--- config.mk ---
export PLATFORM = sky130hd
export DESIGN_NAME = ena_scheduler
export DESIGN_NICKNAME = d
export VERILOG_FILES = /design/src/rtl/ena_scheduler.sv
export SDC_FILE = /design/constraint.sdc
export NUM_CORES = 1
export LEC_CHECK = 0
export CORE_MARGIN = 10
export CORE_UTILIZATION = 40
export DETAILED_ROUTE_END_ITERATION = 7
export SLEW_MARGIN = 20
export SYNTH_ARGS = -nofsm -noshare
export SYNTH_HDL_FRONTEND = slang
export SYNTH_SLANG_ARGS = --single-unit
--- constraint.sdc ---
create_clock -name clk -period 4.9 [get_ports clk]
set_input_delay 0.49 -clock clk [delete_from_list [all_inputs] [get_ports clk]]
set_output_delay 0.49 -clock clk [all_outputs]
set_load 0.005 [all_outputs]
--- src/rtl/ena_scheduler.sv ---
// ena_scheduler
//   Fires exactly one excited signal of a generated synchronous circuit model
//   per step by driving its one-hot `ena` vector. The start point of the
//   priority scan is either a 16-bit Galois LFSR (random interleavings) or a
//   round-robin pointer. The block also flags deadlock (nothing excited) and
//   counts firings.
//
//   Optional feature: define ENA_SCHED_MASK_EN to add a `mask` input. Masked
//   bits are removed from the candidate set (cand = excited & ~mask).
//
// Ports
//   clk          clock
//   reset        asynchronous, active-high reset
//   go           free-run: keep firing while high
//   step         single-step request, honoured only in IDLE with go low
//   mode         0 = LFSR start index, 1 = round-robin start index
//   excited[N]   bit i set = signal i would change if enabled
//   mask[N]      (ENA_SCHED_MASK_EN only) bits that may not fire
//   ena[N]       one-hot fire strobe, zero when not firing
//   fired_valid  pulses together with ena
//   fired_idx    index of the fired bit, valid with fired_valid
//   deadlock     high while stuck with no candidate
//   step_count   firings since reset, wraps at 2^CNT_W
module ena_scheduler #(
  parameter int          N     = 8,
  parameter int          IDX_W = 3,
  parameter int          CNT_W = 32,
  parameter logic [15:0] SEED  = 16'hACE1
) (
  input  logic             clk,
  input  logic             reset,
  input  logic             go,
  input  logic             step,
  input  logic             mode,
  input  logic [N-1:0]     excited,
`ifdef ENA_SCHED_MASK_EN
  input  logic [N-1:0]     mask,
`endif
  output logic [N-1:0]     ena,
  output logic             fired_valid,
  output logic [IDX_W-1:0] fired_idx,
  output logic             deadlock,
  output logic [CNT_W-1:0] step_count
);

  typedef enum logic [2:0] {IDLE, PICK, FIRE, SETTLE, DEAD} state_t;

  localparam logic [15:0]    N16  = 16'(N);
  localparam logic [IDX_W:0] NW   = (IDX_W+1)'(N);
  localparam logic [15:0]    TAPS = 16'hB400;
  localparam logic [N-1:0]   ONE  = {{(N-1){1'b0}}, 1'b1};

  state_t           state;
  logic [15:0]      lfsr;
  logic [IDX_W-1:0] rr_ptr;
  logic [N-1:0]     cand;
  logic [IDX_W-1:0] start_idx;
  logic [IDX_W-1:0] pick_idx;

  // LFSR value reduced to a start index in [0, N)
  function automatic logic [IDX_W-1:0] lfsr_to_idx(input logic [15:0] v);
    return IDX_W'(v % N16);
  endfunction

  // First set bit of c scanning s, s+1, ... with wrap-around modulo N
  function automatic logic [IDX_W-1:0] scan_first(input logic [N-1:0]     c,
                                                  input logic [IDX_W-1:0] s);
    logic [IDX_W-1:0] r;
    logic             found;
    logic [IDX_W:0]   j;
    r     = '0;
    found = 1'b0;
    for (int k = 0; k < N; k++) begin
      j = {1'b0, s} + (IDX_W+1)'(k);
      if (j >= NW) j = j - NW;
      if (!found && c[j[IDX_W-1:0]]) begin
        r     = j[IDX_W-1:0];
        found = 1'b1;
      end
    end
    return r;
  endfunction

  // (p + 1) mod N
  function automatic logic [IDX_W-1:0] next_ptr(input logic [IDX_W-1:0] p);
    logic [IDX_W:0] t;
    t = {1'b0, p} + (IDX_W+1)'(1);
    if (t >= NW) t = '0;
    return t[IDX_W-1:0];
  endfunction

`ifdef ENA_SCHED_MASK_EN
  assign cand = excited & ~mask;
`else
  assign cand = excited;
`endif

  assign start_idx = mode ? rr_ptr : lfsr_to_idx(lfsr);
  assign pick_idx  = scan_first(cand, start_idx);

  // Outputs are registered on the edge that enters FIRE, so ena is high for
  // exactly the one cycle the FSM spends in FIRE.
  always_ff @(posedge clk or posedge reset) begin
    if (reset) begin
      state       <= IDLE;
      lfsr        <= SEED;
      rr_ptr      <= '0;
      ena         <= '0;
      fired_valid <= 1'b0;
      fired_idx   <= '0;
      deadlock    <= 1'b0;
      step_count  <= '0;
    end else begin
      // Free-running Galois LFSR, independent of FSM state
      lfsr <= {1'b0, lfsr[15:1]} ^ (lfsr[0] ? TAPS : 16'h0000);

      case (state)
        IDLE: begin
          if (go || step) state <= PICK;
        end
        PICK: begin
          if (cand == '0) begin
            state    <= DEAD;
            deadlock <= 1'b1;
          end else begin
            state       <= FIRE;
            ena         <= ONE << pick_idx;
            fired_valid <= 1'b1;
            fired_idx   <= pick_idx;
            step_count  <= step_count + CNT_W'(1);
            rr_ptr      <= next_ptr(pick_idx);
          end
        end
        FIRE: begin
          ena         <= '0;
          fired_valid <= 1'b0;
          state       <= SETTLE;
        end
        SETTLE: begin
          // One quiet cycle lets the model's precap nets settle before excited
          // is sampled again.
          state <= go ? PICK : IDLE;
        end
        DEAD: begin
          if (!go && !step) begin
            state    <= IDLE;
            deadlock <= 1'b0;
          end
        end
        default: state <= IDLE;
      endcase
    end
  end

endmodule

==> results of run 1 <==
worst max-delay path, stage by stage:
cell and delay, ns:
clkdlybuf4s50_1 0.63, mux2i_2 0.50, ha_1 0.33, clkinv_1 0.18, mux4_2 0.60, a32oi_1 0.26
o21ai_2 0.10, a2111oi_4 0.37, inv_1 0.11, ha_1 0.23, ha_1 0.29, o41ai_2 0.05
o21ai_1 0.09
flip-flops by register name, summed over array words and instances, names as in the netlist:
name	flops
deadlock	1
rr_ptr	3
lfsr	16
fired_valid	1
fired_idx	3
state	3
step_count	32
ena	8
cell families (layout without fill, tap and decap cells):
logic type,count (synthesis),after routing
simple gates,131,131
mux,33,33
fa+ha+maj,9,9
xor+xnor,37,37
compound gates,46,46
buf+inv,29,99
flops,67,67
metal layers:
metal / vias to the layer above / share of wire
li1: 1382 / -
met1: 1399 / 0.46
met2: 81 / 0.47
met3: 11 / 0.062
met4: 0 / 0.0087
met5: - / 0
power by group:
group,internal [mW],leakage (nW),switching [mW]
Combinational,0.475,1.10,0.515
Sequential,0.632,0.864,0.0772
Clock,0.337,0.119,0.213
path summary, 6_finish.rpt:
path / start / end / slack (ns) / cells after the start
max in group asynchronous: reset / step_count[5] / 3.47 / 3
min: lfsr[12] / lfsr[11] / 0.35 / 0
max: mode / rr_ptr[2] / 0.83 / 13
min in group asynchronous: reset / step_count[31] / 0.49 / 2
max reg2reg: lfsr[0] / rr_ptr[2] / 1.30 / 12
min reg2reg: lfsr[12] / lfsr[11] / 0.35 / 0
area by class of cell:
class,count,area (um2),share of cell area
Multi-Input combinational cell,256,1990,0.414
Inverter,15,63.8,0.0133
Clock buffer,9,124,0.0259
Clock inverter,7,116,0.0243
Timing Repair Buffer,68,653,0.136
Sequential cell,67,1690,0.352
Tap cell,129,161,0.0337
cells in the mapped netlist (2+ instances only):
cell	number	area share
o21ai_0	6	0.0079
a221oi_1	2	0.0046
nand2b_1	2	0.0033
nand3_1	18	0.024
ha_1	9	0.029
o21bai_1	3	0.0059
nand2_1	50	0.049
mux4_2	9	0.053
mux2i_2	2	0.0072
mux2i_1	13	0.034
and4_1	3	0.0069
o21ai_2	2	0.0046
mux4_1	3	0.021
or2_2	3	0.0049
nand4_1	4	0.0066
o31a_1	4	0.0092
xnor2_1	25	0.057
xor2_1	12	0.028
dfstp_2	8	0.055
dfrtp_1	59	0.39
buf_4	2	0.0039
a21oi_1	8	0.010
buf_6	3	0.0088
mux2_2	4	0.012
nor3_1	6	0.0079
and3_1	8	0.013
nor4_1	3	0.0049
inv_1	13	0.013
a32oi_1	2	0.0046
nor2_1	27	0.027
clkbuf_1	9	0.0088
==> flow_metrics.tcl, run 1 <==
set metrics [dict create \
    worst_setup_path_start_kind "primary input" \
    clkTransAtPathRegs_ns 0.08 \
    rows 35 \
    top_usage_layer "met2" \
    cts_sinks 67 \
    cts_inserted_buffers 9 \
    pre_cts_slack_ns 0.508 \
    routabilityCongestion 0.877 \
    period_minus_slack_ns 4.07 \
    synth_top_family_by_area "simple AND/OR/NAND/NOR gates" \
    fin_util 0.516 \
    clk_latency_ns 0.34 \
    power_mw 2.25 \
    vias 2873 \
    syn-num-nets 374 \
    crit_fanout 8 \
    holdWs_ns 0.348 \
    drv_cap 0 \
    worst-setup-path-type "in -> reg" \
    arrival_ns 4.25 \
    leakagePower_nw 2.08 \
    wirelength_mm 8.80 \
    synth_warnings 0 \
    yosys.area_share.simple 0.164 \
    cts_resized 0 \
    diodes 0 \
    async_flop_share 1.00 \
    die_w_um 118 \
    nFillCells 872 \
    fin_tns_setup_ns 0 \
    initialDrtViolationCount 151 \
    start_util 0.411 \
    grt_max_degree 47 \
    synth_seq_area_share 0.442 \
    core_area_um2 9280 \
    htree_levels 3 \
    end_kind "flop" \
    grt_pass1_wl_mm 15.2 \
    ys_types 61 \
    synthFlopType "dfrtp_1" \
    synth_seq_cells 67 \
    fin_ws_ns 0.834 \
    detail_route.vias_per_cell 5.21 \
    syn-mean-instance-area_um2 10.8 \
    hold_violations 0 \
    drive_gt1_frac 0.166 \
    grt-ovfl-total 0 \
    gr-usage-met3 0.0436 \
    setup_violations 0 \
    die_h_um 118 \
    clock-root-buffer "clkbuf_8" \
    cp.required_ns 5.09 \
    power_density_nw_per_um2 469 \
    clk_path_buf_depth 2 \
    hpwl_mm 6.45 \
    synth_edf_count 0 \
    drc 0 \
    place_area_um2 4550 \
    die_area_um2 13900 \
    final_min_period_over_clock_period 0.830 \
    syn2layout_area_growth_pct 25.5 \
    drt.antenna.violating_nets 0 \
    gr-usage-met2 0.203 \
    syn_inst 352 \
    io_pins 58 \
    final_common_cell "dfrtp_1" \
    cts_tree "done" \
    ir_worst_vdd_v 0.000208 \
    status "complete, no violations" \
    finClkSkew_ns 0.0117 \
    track_usage 0.129 \
    grt_pass1_vias 2951 \
    placed_cells 535 \
    firstDrtPassIters 4 \
    cts_setup_buffers 0 \
    rsz0062_at_grt "no" \
    wire_per_inst_um 16.0 \
    synth_xor_area_frac 0.0849 \
    met1_usage 0.168 \
    max_clock_freq_ghz 0.246 \
    antenna_found_initial 0 \
    slew_viol_final 0 \
    worst_pin_slew_ns 0.836 \
    syn_area_um2 3820 \
    stdcell_count 551 \
    muxShareOfSynthArea 0.137 \
    io_buffers 57 \
    layout_common_cells "dfrtp_1 (59), clkdlybuf4s50_1 (57), nand2_1 (50), nor2_1 (27), xnor2_1 (25)" \
    max-slew-margin-rel 0.441 \
    cts_hold_buffers 0 \
    synth_compound_area_frac 0.105 \
    nets 439 \
    hold_path.class "reg -> reg" \
    synthAdderAreaFrac 0.0295 \
    fin_area_um2 4790 \
]
(Power assumes the default switching activity.)
==> run 2, diff against run 1 <==
Clock period 4.9 ns to 3.52 ns, I/O delays scaled along.
==> flow_metrics.tcl, run 2 (same netlist as run 1, synthesis figures left out) <==
set metrics [dict create \
    status "complete, no violations" \
    arrival_ns 3.43 \
    final_min_period_over_clock_period 0.910 \
    track_usage 0.133 \
    cts_inserted_buffers 9 \
    cts_sinks 67 \
    max-slew-margin-rel 0.445 \
    stdcell_count 596 \
    start_util 0.411 \
    reg2regPathDepth 14 \
    die_area_um2 13900 \
    leakagePower_nw 2.31 \
    io_pins 58 \
    fin_util 0.562 \
    final_common_cell "dfrtp_1" \
    routabilityCongestion 0.904 \
    holdPathEnd "lfsr[3]" \
    r2r_setup_slack_ns 0.32 \
    largest_reg_flops 32 \
    hold_depth 0 \
    reg2reg_from "lfsr[0]" \
    placed_cells 578 \
    wire_per_inst_um 15.4 \
    grt_pass1_vias 2993 \
    drt.antenna.violating_nets 0 \
    hpwl_mm 6.97 \
    power_mw 3.37 \
    hold_path.class "reg -> reg" \
    drv_cap 0 \
    top_register "step_count" \
    io_buffers 57 \
    clk_path_buf_depth 2 \
    layout_common_cells "dfrtp_1 (59), clkdlybuf4s50_1 (56), buf_4 (51), nand2_1 (49), nor2_1 (27)" \
    power_density_nw_per_um2 645 \
    cts_hold_buffers 0 \
    antenna_found_initial 0 \
    htree_levels 3 \
    vias 2976 \
    die_w_um 118 \
    max_clock_freq_ghz 0.312 \
    grt-ovfl-total 0 \
    crit_fanout 6 \
    initialDrtViolationCount 181 \
    top_regs "step_count x32, lfsr x16, ena x8" \
    nets 484 \
    slew_viol_final 0 \
    finClkSkew_ns 0.0102 \
    clkTransAtPathRegs_ns 0.08 \
    die_h_um 118 \
    setup_violations 0 \
    drc 0 \
    rsz0062_at_grt "no" \
    ir_worst_vdd_v 0.000351 \
    hold_violations 0 \
    worst_pin_slew_ns 0.832 \
    diodes 0 \
    clk_latency_ns 0.35 \
    timing.rr.end "rr_ptr[2]" \
    cts_tree "done" \
    fin_tns_setup_ns 0 \
    core_area_um2 9280 \
    cp.required_ns 3.75 \
    wirelength_mm 9.20 \
    worst_setup_path_start_kind "flop" \
    rows 35 \
    firstDrtPassIters 4 \
    detail_route.vias_per_cell 4.99 \
    grt_max_degree 68 \
    hp-start "lfsr[4]" \
    drive_gt1_frac 0.263 \
    clock-root-buffer "clkbuf_8" \
    end_kind "flop" \
    grt_pass1_wl_mm 15.4 \
    worst-setup-path-type "reg -> reg" \
    period_minus_slack_ns 3.20 \
    syn2layout_area_growth_pct 36.6 \
]
==> run 2: changes by cell type in the layout (fill, tap and decap cells not counted), moves of 2 or more <==
cell / delta
buf_4: +40
buf_12: +4
ha_1: -3
mux2i_4: +3
bufinv_16: -2
clkinv_4: +2
ha_2: +2
mux2i_2: -2
==> run 2: layout make-up <==
class | instances | area, um2
multi-input combinational | 256 | 2050
fill | 832 | 4070
inverter | 15 | 68.8
clock buffer | 9 | 124
tap | 129 | 161
timing repair buffer | 113 | 1050
clock inverter | 7 | 76.3
sequential | 67 | 1690
==> run 2: critical path: stages (launching register included) <==
cell       delay (ns)
dfstp_2          0.56
mux2i_4          0.07
buf_12           0.14
inv_8            0.07
ha_2             0.21
inv_1            0.07
xnor2_1          0.27
mux4_2           0.39
and3_1           0.23
a2111oi_4        0.35
inv_1            0.10
ha_2             0.19
ha_1             0.28
o41ai_2          0.05
o21ai_1          0.09
==> run 2: worst max path at each step <==
| stage | start | to | slack (ns) | cells after the start |
|---|---|---|---|---|
| finish | lfsr[0] | rr_ptr[2] | 0.32 | 14 |
| global route | lfsr[0] | ena[2] | 0.15 | 15 |
| CTS | mode | rr_ptr[2] | 0.08 | 16 |
| detailed placement | mode | rr_ptr[2] | -0.28 | 16 |
| global placement | mode | rr_ptr[2] | -0.21 | 16 |
| floorplan | mode | rr_ptr[2] | 0.02 | 14 |
==> run 2: timing repair <==
item / in CTS / in global routing
setup endpoints to repair: 0 / 9
resized for setup: 0 / 10
buffers inserted: 0 / 2
==> run 2: where the power goes <==
part	leakage [nW]	internal [mW]	switching [mW]
combinational	1.35	0.936	0.797
sequential	0.864	0.879	0.111
clock	0.0958	0.330	0.313
==> run 2: metal layers <==
metal | global-route usage | up-vias | wire length (um)
met5 | 0 | - | 0
met4 | 0.0464 | 0 | 159
met3 | 0.0408 | 15 | 489
met2 | 0.207 | 52 | 4380
met1 | 0.172 | 1442 | 4170
li1 | - | 1467 | -
==> run 2: through the flow <==
| stage | hold WS [ns] | cell area [um2] | worst slack (ns) |
|---|---|---|---|
| after floorplan | 0.331 | 3850 | 0.0201 |
| after global placement | 0.335 | 4950 | -0.211 |
| after detailed placement | 0.339 | 4950 | -0.277 |
| after CTS | 0.356 | 5150 | 0.0786 |
| after global routing | 0.369 | 5220 | 0.153 |
| final | 0.353 | 5220 | 0.318 |
